$ cat src/rtl/spi_master_ctrl.sv
// ---------------------------------------------------------------------------
// spi_master_ctrl
//
// Purpose:
//   Transaction sequencer for an SPI master. It sits between host-side command
//   logic and an external 8-bit MSB-first PISO shifter plus pad layer. It
//   accepts bytes over a valid/ready port and frames them with chip-select
//   setup/hold/gap timing. It strobes the PISO load/shift controls, gates
//   SCLK for exactly eight bit-cycles per byte, and collects MISO into bytes.
//
// Parameters:
//   CS_SETUP  cycles cs_n is low before the first LOAD      (1..15)
//   CS_HOLD   cycles cs_n stays low after the last bit      (1..15)
//   CS_GAP    minimum cycles cs_n is high between frames    (1..15)
//
// Ports:
//   clk, rst            SCLK-domain clock, asynchronous active-high reset
//   tx_data/tx_last     byte to send and end-of-transaction marker
//   tx_valid/tx_ready   byte handshake
//   rx_data/rx_valid    last received MISO byte, one-cycle update pulse
//   busy                high whenever the FSM is not IDLE
//   piso_data           byte presented to the PISO data input
//   piso_load           PISO parallel-load strobe
//   piso_shift_en       PISO shift enable
//   miso                serial input, sampled on the rising clk edge
//   cs_n                active-low chip select
//   sclk_en             SCLK gate to the pad, high only while shifting
// ---------------------------------------------------------------------------
module spi_master_ctrl #(
    parameter int unsigned CS_SETUP = 1,
    parameter int unsigned CS_HOLD  = 1,
    parameter int unsigned CS_GAP   = 2
) (
    input  logic       clk,
    input  logic       rst,
    input  logic [7:0] tx_data,
    input  logic       tx_last,
    input  logic       tx_valid,
    output logic       tx_ready,
    output logic [7:0] rx_data,
    output logic       rx_valid,
    output logic       busy,
    output logic [7:0] piso_data,
    output logic       piso_load,
    output logic       piso_shift_en,
    input  logic       miso,
    output logic       cs_n,
    output logic       sclk_en
);

    // The timer counts down to zero, so each timed state lasts (value + 1) cycles.
    localparam logic [3:0] SETUP_LAST = 4'(CS_SETUP - 1);
    localparam logic [3:0] HOLD_LAST  = 4'(CS_HOLD - 1);
    localparam logic [3:0] GAP_LAST   = 4'(CS_GAP - 1);

    typedef enum logic [2:0] {
        ST_IDLE  = 3'd0,
        ST_SETUP = 3'd1,
        ST_LOAD  = 3'd2,
        ST_SHIFT = 3'd3,
        ST_WAIT  = 3'd4,
        ST_HOLD  = 3'd5,
        ST_GAP   = 3'd6
    } state_t;

    state_t     state_q,    state_d;
    logic [3:0] timer_q,    timer_d;
    logic [2:0] bit_cnt_q,  bit_cnt_d;
    logic [7:0] tx_byte_q,  tx_byte_d;
    logic       last_q,     last_d;
    logic [7:0] rx_shift_q, rx_shift_d;
    logic [7:0] rx_data_q,  rx_data_d;
    logic       rx_valid_q, rx_valid_d;

    logic       last_bit;
    logic       accept;

    // Handshake: a byte transfers on a rising clk edge where tx_valid and
    // tx_ready are both high. tx_ready is decoded from registered state only,
    // so the requester may hold tx_valid high for as long as it likes; the byte
    // is consumed only on the edge where both are high.
    assign last_bit = (bit_cnt_q == 3'd7);
    assign tx_ready = (state_q == ST_IDLE) || (state_q == ST_WAIT) ||
                      ((state_q == ST_SHIFT) && last_bit && !last_q);
    assign accept   = tx_valid && tx_ready;

    assign cs_n          = (state_q == ST_IDLE) || (state_q == ST_GAP);
    assign sclk_en       = (state_q == ST_SHIFT);
    assign piso_load     = (state_q == ST_LOAD);
    // The PISO already shows bit 7 after LOAD, so the last bit needs no shift.
    assign piso_shift_en = (state_q == ST_SHIFT) && !last_bit;
    assign busy          = (state_q != ST_IDLE);
    assign piso_data     = tx_byte_q;
    assign rx_data       = rx_data_q;
    assign rx_valid      = rx_valid_q;

    always_ff @(posedge clk or posedge rst) begin
        if (rst) begin
            state_q    <= ST_IDLE;
            timer_q    <= 4'd0;
            bit_cnt_q  <= 3'd0;
            tx_byte_q  <= 8'h00;
            last_q     <= 1'b0;
            rx_shift_q <= 8'h00;
            rx_data_q  <= 8'h00;
            rx_valid_q <= 1'b0;
        end else begin
            state_q    <= state_d;
            timer_q    <= timer_d;
            bit_cnt_q  <= bit_cnt_d;
            tx_byte_q  <= tx_byte_d;
            last_q     <= last_d;
            rx_shift_q <= rx_shift_d;
            rx_data_q  <= rx_data_d;
            rx_valid_q <= rx_valid_d;
        end
    end

    always_comb begin
        state_d    = state_q;
        timer_d    = timer_q;
        bit_cnt_d  = bit_cnt_q;
        tx_byte_d  = tx_byte_q;
        last_d     = last_q;
        rx_shift_d = rx_shift_q;
        rx_data_d  = rx_data_q;
        rx_valid_d = 1'b0;

        case (state_q)
            ST_IDLE: begin
                if (accept) begin
                    tx_byte_d = tx_data;
                    last_d    = tx_last;
                    timer_d   = SETUP_LAST;
                    state_d   = ST_SETUP;
                end
            end
            ST_SETUP: begin
                if (timer_q == 4'd0) begin
                    state_d = ST_LOAD;
                end else begin
                    timer_d = timer_q - 4'd1;
                end
            end
            ST_LOAD: begin
                bit_cnt_d = 3'd0;
                state_d   = ST_SHIFT;
            end
            ST_SHIFT: begin
                rx_shift_d = {rx_shift_q[6:0], miso};
                if (last_bit) begin
                    rx_data_d  = {rx_shift_q[6:0], miso};
                    rx_valid_d = 1'b1;
                    if (last_q) begin
                        timer_d = HOLD_LAST;
                        state_d = ST_HOLD;
                    end else if (accept) begin
                        // Back-to-back byte: only the LOAD cycle separates bytes.
                        tx_byte_d = tx_data;
                        last_d    = tx_last;
                        state_d   = ST_LOAD;
                    end else begin
                        state_d = ST_WAIT;
                    end
                end else begin
                    bit_cnt_d = bit_cnt_q + 3'd1;
                end
            end
            ST_WAIT: begin
                if (accept) begin
                    tx_byte_d = tx_data;
                    last_d    = tx_last;
                    state_d   = ST_LOAD;
                end
            end
            ST_HOLD: begin
                if (timer_q == 4'd0) begin
                    timer_d = GAP_LAST;
                    state_d = ST_GAP;
                end else begin
                    timer_d = timer_q - 4'd1;
                end
            end
            ST_GAP: begin
                if (timer_q == 4'd0) begin
                    state_d = ST_IDLE;
                end else begin
                    timer_d = timer_q - 4'd1;
                end
            end
            default: begin
                state_d = ST_IDLE;
            end
        endcase
    end

endmodule

$ cat config.mk
export PLATFORM = sky130hd
export DESIGN_NAME = spi_master_ctrl
export DESIGN_NICKNAME = d
export VERILOG_FILES = /design/src/rtl/spi_master_ctrl.sv
export SDC_FILE = /design/constraint.sdc
export NUM_CORES = 1
export LEC_CHECK = 0
export ABC_AREA = 1
export ABC_CLOCK_PERIOD_IN_PS = 1600
export CAP_MARGIN = 10
export CORE_ASPECT_RATIO = 1.4
export CORE_MARGIN = 2
export CORE_UTILIZATION = 50
export DETAILED_ROUTE_END_ITERATION = 8
export GPL_ROUTABILITY_DRIVEN = 0
export GPL_TIMING_DRIVEN = 0
export PLACE_DENSITY = 0.76
export SYNTH_ARGS = -nofsm -noshare
export SYNTH_HDL_FRONTEND = slang
export SYNTH_SLANG_ARGS = --single-unit
$ cat constraint.sdc
create_clock -name clk -period 1.6 [get_ports clk]
set_input_delay 0.16 -clock clk [delete_from_list [all_inputs] [get_ports clk]]
set_output_delay 0.16 -clock clk [all_outputs]
set_load 0.03 [all_outputs]
After elaboration in Yosys (flattened, before gate mapping) --
Index checks and enable logic that the tools add are counted.
Storage, ports and cells: flip-flop bits (word level) 35, bits of input ports 13, output and inout port bits 23, word-level logic and storage cells 79
Cells by class: add/subtract/negate cells 2, equal/unequal tests 18, multiplexer cells 28, reductions and logical operators 23
Operator list (count):
- $mux 3 | 9
- $mux 8 | 3
- $pmux 3 s7 | 1
- $mux 4 | 5
- $pmux 4 s4 | 1
- $pmux 8 s2 | 1
- $ne 2x2->1 const B | 7
- $eq 3x3->1 const B | 4
- $ne 2x1->1 const B | 4
- $eq 3x2->1 const B | 2
- $mux 1 | 6
- $pmux 3 s2 | 1
- $reduce_and 3->1 | 2
- $reduce_and 6->1 | 1
- $reduce_and 5->1 | 1
- $logic_and 1x1->1 | 4
- $logic_not 4->1 | 1
- $reduce_and 2->1 | 2
- $reduce_bool 2->1 | 2
- $reduce_bool 4->1 | 1
- $reduce_or 2->1 | 2
- $sub 4x1->4 const B | 1
- $add 3x1->3 const B | 1
- $eq 3x1->1 const B | 1
- other kinds (5) | 8

Logic depth before layout (Yosys ltp) --
Gate-level depths: netlist of the first run.
depth after elaboration 9, gate-level depth with buffers 11, gate-level depth less buffers 11

Worst setup path after synthesis of the first run --
No wires, ideal clock.
kind flip-flop to flip-flop, start register bit_cnt_q[0], end register bit_cnt_q[1], library setup time 0.121 ns, arrival 1.351 ns, data required time 1.479 ns, slack 0.128 ns, stages on the path, launching flop included 8, path buffers 0, clock period less this slack 1.472 ns, path through dfrtp_1 ha_1 ha_1 inv_1 nand2_2 inv_2 nor2_1 a22o_1
Between the ends: longest elaborated chain between the ends 3, elaborated cells between the ends (all ways) 6, those cells by class add/sub (1); eq/ne (2); mux (2); reduce/logical (1)
Ends and longest elaborated chain:
- from (decl) | line 68 | logic [2:0] bit_cnt_q, bit_cnt_d;
- from (signal assigned) | line 110 | bit_cnt_q <= bit_cnt_d;
- $add 3x1->3 or $eq 3x3->1 (tied branches) | line 166, 82
- $mux 3 or $ne 2x2->1 (tied branches)
- $pmux 3 s2 or $reduce_and 2->1 (tied branches)
Parallel ways exist; a longest one is shown, timed or not. The select of a mux whose other input is x is not followed. A chain may end at the register's enable or synchronous reset.

Final worst setup path of the first run --
start register bit_cnt_q[0], end output piso_shift_en
Between the ends: longest elaborated chain between the ends 3
Ends and longest elaborated chain:
- $eq 3x3->1 | line 82 | assign last_bit = (bit_cnt_q == 3'd7);
- $logic_not 1->1 | line 91 | assign piso_shift_en = (state_q == ST_SHIFT) && !last_bit;
- $logic_and 1x1->1 | line 91
- to (decl) | line 45 | output logic piso_shift_en,
Every way passes these cells.

==> reports/qor.yml, run 1 <==
logic_synthesis:
  yosysTopAreaCell: "dfrtp_1"
  synth_most_common_cell: "nand2_1"
  synth_seq_area_share: 0.528
  synthArstFlopShare: 1.00
  ys_seq_elements: 35
  synth_edf_count: 0
  synth_area_um2: 1660
  postSynthAreaPerCell_um2: 8.55
  ys_warn_count: 0
  synth_fp_nets: 210
  netlist.area_leader.share: 0.528
  synth_ff_type: "dfrtp_1"
  synth_area_leaders: "dfrtp_1, nand2_1, nand3_1"
  synth_common_cells: "nand2_1, dfrtp_1, inv_1, nand3_1, o21ai_0"
  ys_types: 22
  synth_cells: 194
critical_path:
  reg2reg_depth: 11
  rr_endpoint: "timer_q[0]"
  r2r_slack_ns: 0.13
  crit_fanout: 3
  critPathSlowestCell: "dfrtp_1"
  startpoint_type: "register"
  cp.arrival_ns: 1.39
  rr_startpoint: "bit_cnt_q[0]"
  worstPathCellList: "ha_2, ha_4, inv_2, nand2_2, inv_2, buf_6"
  required_ns: 1.44
  end_kind: "output pin"
  cp_common_cell: "inv_2"
  max_stage_delay_ns: 0.40
  worstSetupPathType: "register to output pin"
cells_and_area:
  nFillCells: 246
  area_growth_pct: 38.5
  antenna_cells: 0
  final_util: 0.729
  multi_input_area_um2: 682
  regArea_um2: 880
  final_area_um2: 2300
  fin_nets: 263
  layout-drive-gt1-share: 0.234
timing:
  report.final.slew_viol_count: 0
  setup_violations: 0
  finalCriticalPeriod_ns: 1.55
  max-slew-margin-rel: 0.579
  skew_ns: 0.00474
  period_share: 0.970
  timing.hold.ws_ns: 0.254
  fmax_mhz: 644
  worst_pin_slew_ns: 0.631
  final_hold_viol_count: 0
hold_path:
  hp-class: "input port to async pin"
place:
  hpwl_mm: 2.66
  postPlaceCellArea_um2: 2090
  port_buffers: 35
floorplan:
  io_pins: 36
  core-area_um2: 3150
  start_util: 0.526
  fp-row-count: 24
  die_h_um: 72.2
  die_x_um: 52.7
  dieArea_um2: 3800
route:
  dr.pass1.iters: 4
  postRouteAntennaNets: 0
  drtIter0Drc: 27
  via_per_inst: 5.13
  vias: 1471
  wire_per_inst_um: 13.2
  wl_mm: 3.79
  drc: 0
pwr:
  p_per_area_nw_per_um2: 2160
  switchingPower_mw: 2.18
  sw_frac_of_total: 0.439
  p_int_mw: 2.79
  p_leak_nw: 1.16
  ir_drop_v: 0.00134
  clockPowerShare: 0.167
  p_comb_frac: 0.537
  seq_power_share: 0.297
outcome:
  status: "finished clean"
grt:
  grt_pass1_vias: 1458
  grt_pass1_wl_mm: 6.33
  antenna_found_initial: 0
  grt_max_degree: 22
  track_usage: 0.222
  grt_overflow: 0
clock_network:
  cts_hold_buf: 0
  cts_tree: "yes"
  cts-root-buf: "clkbuf_8"
  cts.clk_slew.worst_paths_ns: 0.07
  cts_buffers: 5
  cts_sinks: 35
  insertion_delay_ns: 0.29
  clockBufferDepth: 2
  htree_levels: 2
job:
  max_cap_viol_count: 0
-- registers in the layout, summed over array words and instances, names as in the netlist --
register and cells:
state_q 3, bit_cnt_q 3, last_q 1, rx_shift_q 7, timer_q 4, rx_valid 1
piso_data 8, rx_data 8
-- per-layer routing --
layer  track usage  vias to the layer above  wire length, um
met5             0                        -                0
met3        0.0617                        5              142
li1              -                      721                -
met2         0.371                       34             1930
met1         0.267                      711             1650
met4        0.0855                        0               61
-- worst max-delay path by stage --
stage,slack [ns],startpoint,depth (start not counted),to
2_1_floorplan,0.13,bit_cnt_q[0],7,bit_cnt_q[1]
3_3_place_gp,-0.30,state_q[1],6,tx_ready
3_5_place_dp,-0.32,state_q[1],6,tx_ready
4_1_cts,0.0004,bit_cnt_q[0],6,piso_shift_en
5_1_grt,-0.01,bit_cnt_q[0],6,piso_shift_en
6_report,0.05,bit_cnt_q[0],6,piso_shift_en
-- what timing repair did --
action | CTS | global route
setup endpoints to repair | 6 | 9
gates resized for setup | 27 | 12
cloned | 0 | 0
buffers inserted | 2 | 9
pin swaps | 0 | 1
-- worst max-delay path: cells and delay by family (launching register included) --
kind / cells / cell delay (ns)
adder cells (fa/ha/maj): 2 / 0.37
buffers and inverters: 3 / 0.26
flip-flops: 1 / 0.40
AND/OR/NAND/NOR: 1 / 0.07
-- power groups by stage --
stage | logic (mW) | clock network, mW | registers, mW
final | 2.67 | 0.827 | 1.47
after global routing | 2.94 | 0.867 | 1.51
after CTS | 2.47 | 0.834 | 1.47
after detailed placement | 2.45 | 0 | 1.47
after global placement | 2.34 | 0 | 1.45
after floorplan | 1.37 | 0 | 1.73
-- metrics by stage --
| stage | power, mW | std cells | setup slack [ns] | TNS, ns |
|---|---|---|---|---|
| CTS | 4.77 | 278 | 0.000358 | 0 |
| global placement | 3.80 | 268 | -0.300 | -2.62 |
| detailed placement | 3.92 | 269 | -0.315 | -0.680 |
| floorplan | 3.11 | 194 | 0.128 | 0 |
| global route | 5.32 | 287 | -0.0108 | -0.0108 |
| finish | 4.97 | 287 | 0.0473 | 0 |
-- layout by cell type (no fill, tap or decap), types with 2 or more instances in the layout --
master	n
nand2_1	59
dfrtp_1	32
clkdlybuf4s50_1	29
inv_1	19
nand3_1	17
buf_4	12
o21ai_0	11
o21ai_1	10
inv_2	9
clkbuf_8	6
nand2_2	5
nand3_2	5
nor2_4	3
buf_2	3
dfrtp_2	3
nand4_1	2
nor2_2	2
nor2_1	2
a22o_1	2
xor2_1	2
buf_6	2
-- logic make-up (layout without fill, tap and decap cells) --
family          after synthesis  in the layout  share of synthesized area
compound gates               26             26                     0.0882
xor+xnor                      2              2                     0.0106
fa+ha+maj                     3              3                     0.0226
buf+inv                      32             86                     0.0777
flops                        35             35                      0.528
simple gates                 96             96                      0.273
-- area by class of cell --
type,count,share of cell area
well taps,39,0.0212
multi-input cells,127,0.297
inverters,28,0.0458
flip-flops and latches,35,0.383
clock inverters,2,0.0153
clock buffers,6,0.0359
plain buffers,3,0.00708
repair buffers,47,0.195
Power figures use the tool's default switching activity.
==> run 2: changes to the inputs <==
PLACE_DENSITY = 0.79   (was 0.76)
==> reports/qor.yml, run 2 (same netlist as run 1, synthesis figures left out) <==
clock_network:
  cts.clk_slew.worst_paths_ns: 0.07  # about the same
  cts_buffers: 5  # unchanged
  cts_tree: "yes"
  insertion_delay_ns: 0.29  # about the same
  cts_sinks: 35  # unchanged
  clockBufferDepth: 2  # unchanged
  cts-root-buf: "clkbuf_8"
  cts_hold_buf: 0  # unchanged
  htree_levels: 2  # unchanged
grt:
  grt_pass1_vias: 1315  # -9.8%
  grt_use_met3: 0.0556  # -0.00617
  grt_pass1_wl_mm: 5.73  # -9.4%
  use_met1: 0.253  # -0.0141
  top_usage_layer: "met2"
  grt_max_degree: 24  # +9.1%
  met2_usage: 0.332  # -0.0389
  grt_overflow: 0  # unchanged
  antenna_found_initial: 0  # unchanged
  track_usage: 0.205  # -0.0163
timing:
  report.final.slew_viol_count: 0  # unchanged
  skew_ns: 0.00486  # +0.000117 ns
  period_share: 0.972  # +0.00154
  finalCriticalPeriod_ns: 1.56  # +0.00247 ns
  max-slew-margin-rel: 0.615  # +0.0357
  fmax_mhz: 643  # -0.16%
  setup_violations: 0  # unchanged
  worst_pin_slew_ns: 0.577  # -0.0534 ns
  final_hold_viol_count: 0  # unchanged
  totalNegativeSetupSlack_ns: 0  # unchanged
critical_path:
  reg2reg_depth: 10  # -1
  end_kind: "output pin"
  crit_fanout: 3  # unchanged
  r2r_slack_ns: 0.12  # about the same
  rr_startpoint: "state_q[0]"
  worstSetupPathType: "register to output pin"
  cp.arrival_ns: 1.40  # about the same
  rr_endpoint: "state_q[2]"
  startpoint_type: "register"
  required_ns: 1.44  # about the same
place:
  hpwl_mm: 2.39  # -10%
  port_buffers: 35  # unchanged
cells_and_area:
  fin_nets: 262  # -0.38%
  antenna_cells: 0  # unchanged
  regArea_um2: 880  # unchanged
  mostFrequentLayoutCells: "nand2_1, dfrtp_1, clkdlybuf4s50_1"
  area_growth_pct: 37.2
  final_util: 0.722  # -0.00675
  nFillCells: 236  # -4.1%
  final_common_cell: "nand2_1"
  multi_input_area_um2: 682  # unchanged
  layout-drive-gt1-share: 0.223  # -0.0112
route:
  postRouteAntennaNets: 0  # unchanged
  drtIter0Drc: 57  # +110%
  wire_per_inst_um: 12.1  # -8.5%
  wl_mm: 3.45  # -8.8%
  dr.pass1.iters: 4  # unchanged
  vias: 1417  # -3.7%
  drc: 0  # unchanged
  via_per_inst: 4.95  # -3.3%
job:
  max_cap_viol_count: 0  # unchanged
floorplan:
  die_h_um: 72.2  # unchanged
  die_x_um: 52.7  # unchanged
  start_util: 0.526  # unchanged
  io_pins: 36  # unchanged
  dieArea_um2: 3800  # unchanged
  core-area_um2: 3150  # unchanged
  fp-row-count: 24  # unchanged
pwr:
  sw_frac_of_total: 0.447  # +0.00824
  ir_drop_v: 0.00131  # -1.8%
  p_per_area_nw_per_um2: 2080  # -3.9%
  p_leak_nw: 1.14  # -1.6%
  p_comb_frac: 0.538  # about the same
  totalPowerFinal_mw: 4.73  # -4.8%
  clockPowerShare: 0.150  # -0.017
  switchingPower_mw: 2.11  # -3.0%
  p_int_mw: 2.61  # -6.2%
  seq_power_share: 0.312  # +0.015
hold_path:
  hp-class: "input port to async pin"
outcome:
  status: "finished clean"
-- run 2: final cells by class --
| type | instances | share of cell area |
|---|---|---|
| Sequential cell | 35 | 0.386 |
| Inverter | 28 | 0.0462 |
| Buffer | 3 | 0.00715 |
| Clock inverter | 1 | 0.00330 |
| Multi-Input combinational cell | 127 | 0.300 |
| Clock buffer | 7 | 0.0423 |
| Timing Repair Buffer | 46 | 0.194 |
| Tap cell | 39 | 0.0214 |
-- run 2: worst max path at each step --
stage | startpoint | to | slack (ns) | cells past startpoint
finish | bit_cnt_q[0] | piso_shift_en | 0.04 | 6
global route | bit_cnt_q[0] | piso_shift_en | -0.01 | 6
CTS | bit_cnt_q[0] | piso_shift_en | -0.006 | 6
detailed placement | state_q[0] | tx_ready | -0.30 | 6
global placement | state_q[1] | tx_ready | -0.30 | 6
floorplan | bit_cnt_q[0] | bit_cnt_q[1] | 0.13 | 7
-- run 2: per-stage QoR --
stage               instances  cell area, um2  hold slack, ns  worst slack (ns)
floorplan                 194            1660           0.301             0.128
global route              286            2280           0.264           -0.0117
finish                    286            2280           0.220            0.0448
detailed placement        269            2090           0.461            -0.303
global placement          268            2060           0.453            -0.304
CTS                       278            2210           0.224          -0.00639
-- run 2: critical path: stages, from the launching register on --
cell,delay (ns)
dfrtp_1,0.39
ha_2,0.20
ha_4,0.17
inv_2,0.06
nand2_2,0.08
inv_2,0.08
buf_6,0.12
-- run 2: per-layer routing --
layer	share of wire	wire (um)
met1	0.42	1460
met2	0.52	1780
met3	0.039	134
met4	0.021	74
met5	0	0
-- run 2: power groups by stage --
| stage | sequential [mW] | combinational, mW | clock, mW |
|---|---|---|---|
| 3_5_place_dp | 1.47 | 2.40 | 0 |
| 2_1_floorplan | 1.73 | 1.37 | 0 |
| 5_1_grt | 1.51 | 2.81 | 0.758 |
| 4_1_cts | 1.47 | 2.43 | 0.719 |
| 6_report | 1.47 | 2.54 | 0.710 |
| 3_3_place_gp | 1.46 | 2.35 | 0 |
-- run 2: repair_timing --
item	in CTS	in global routing
pin swaps	0	2
setup buffers	2	8
setup endpoints to repair	6	7
resized for setup	27	11
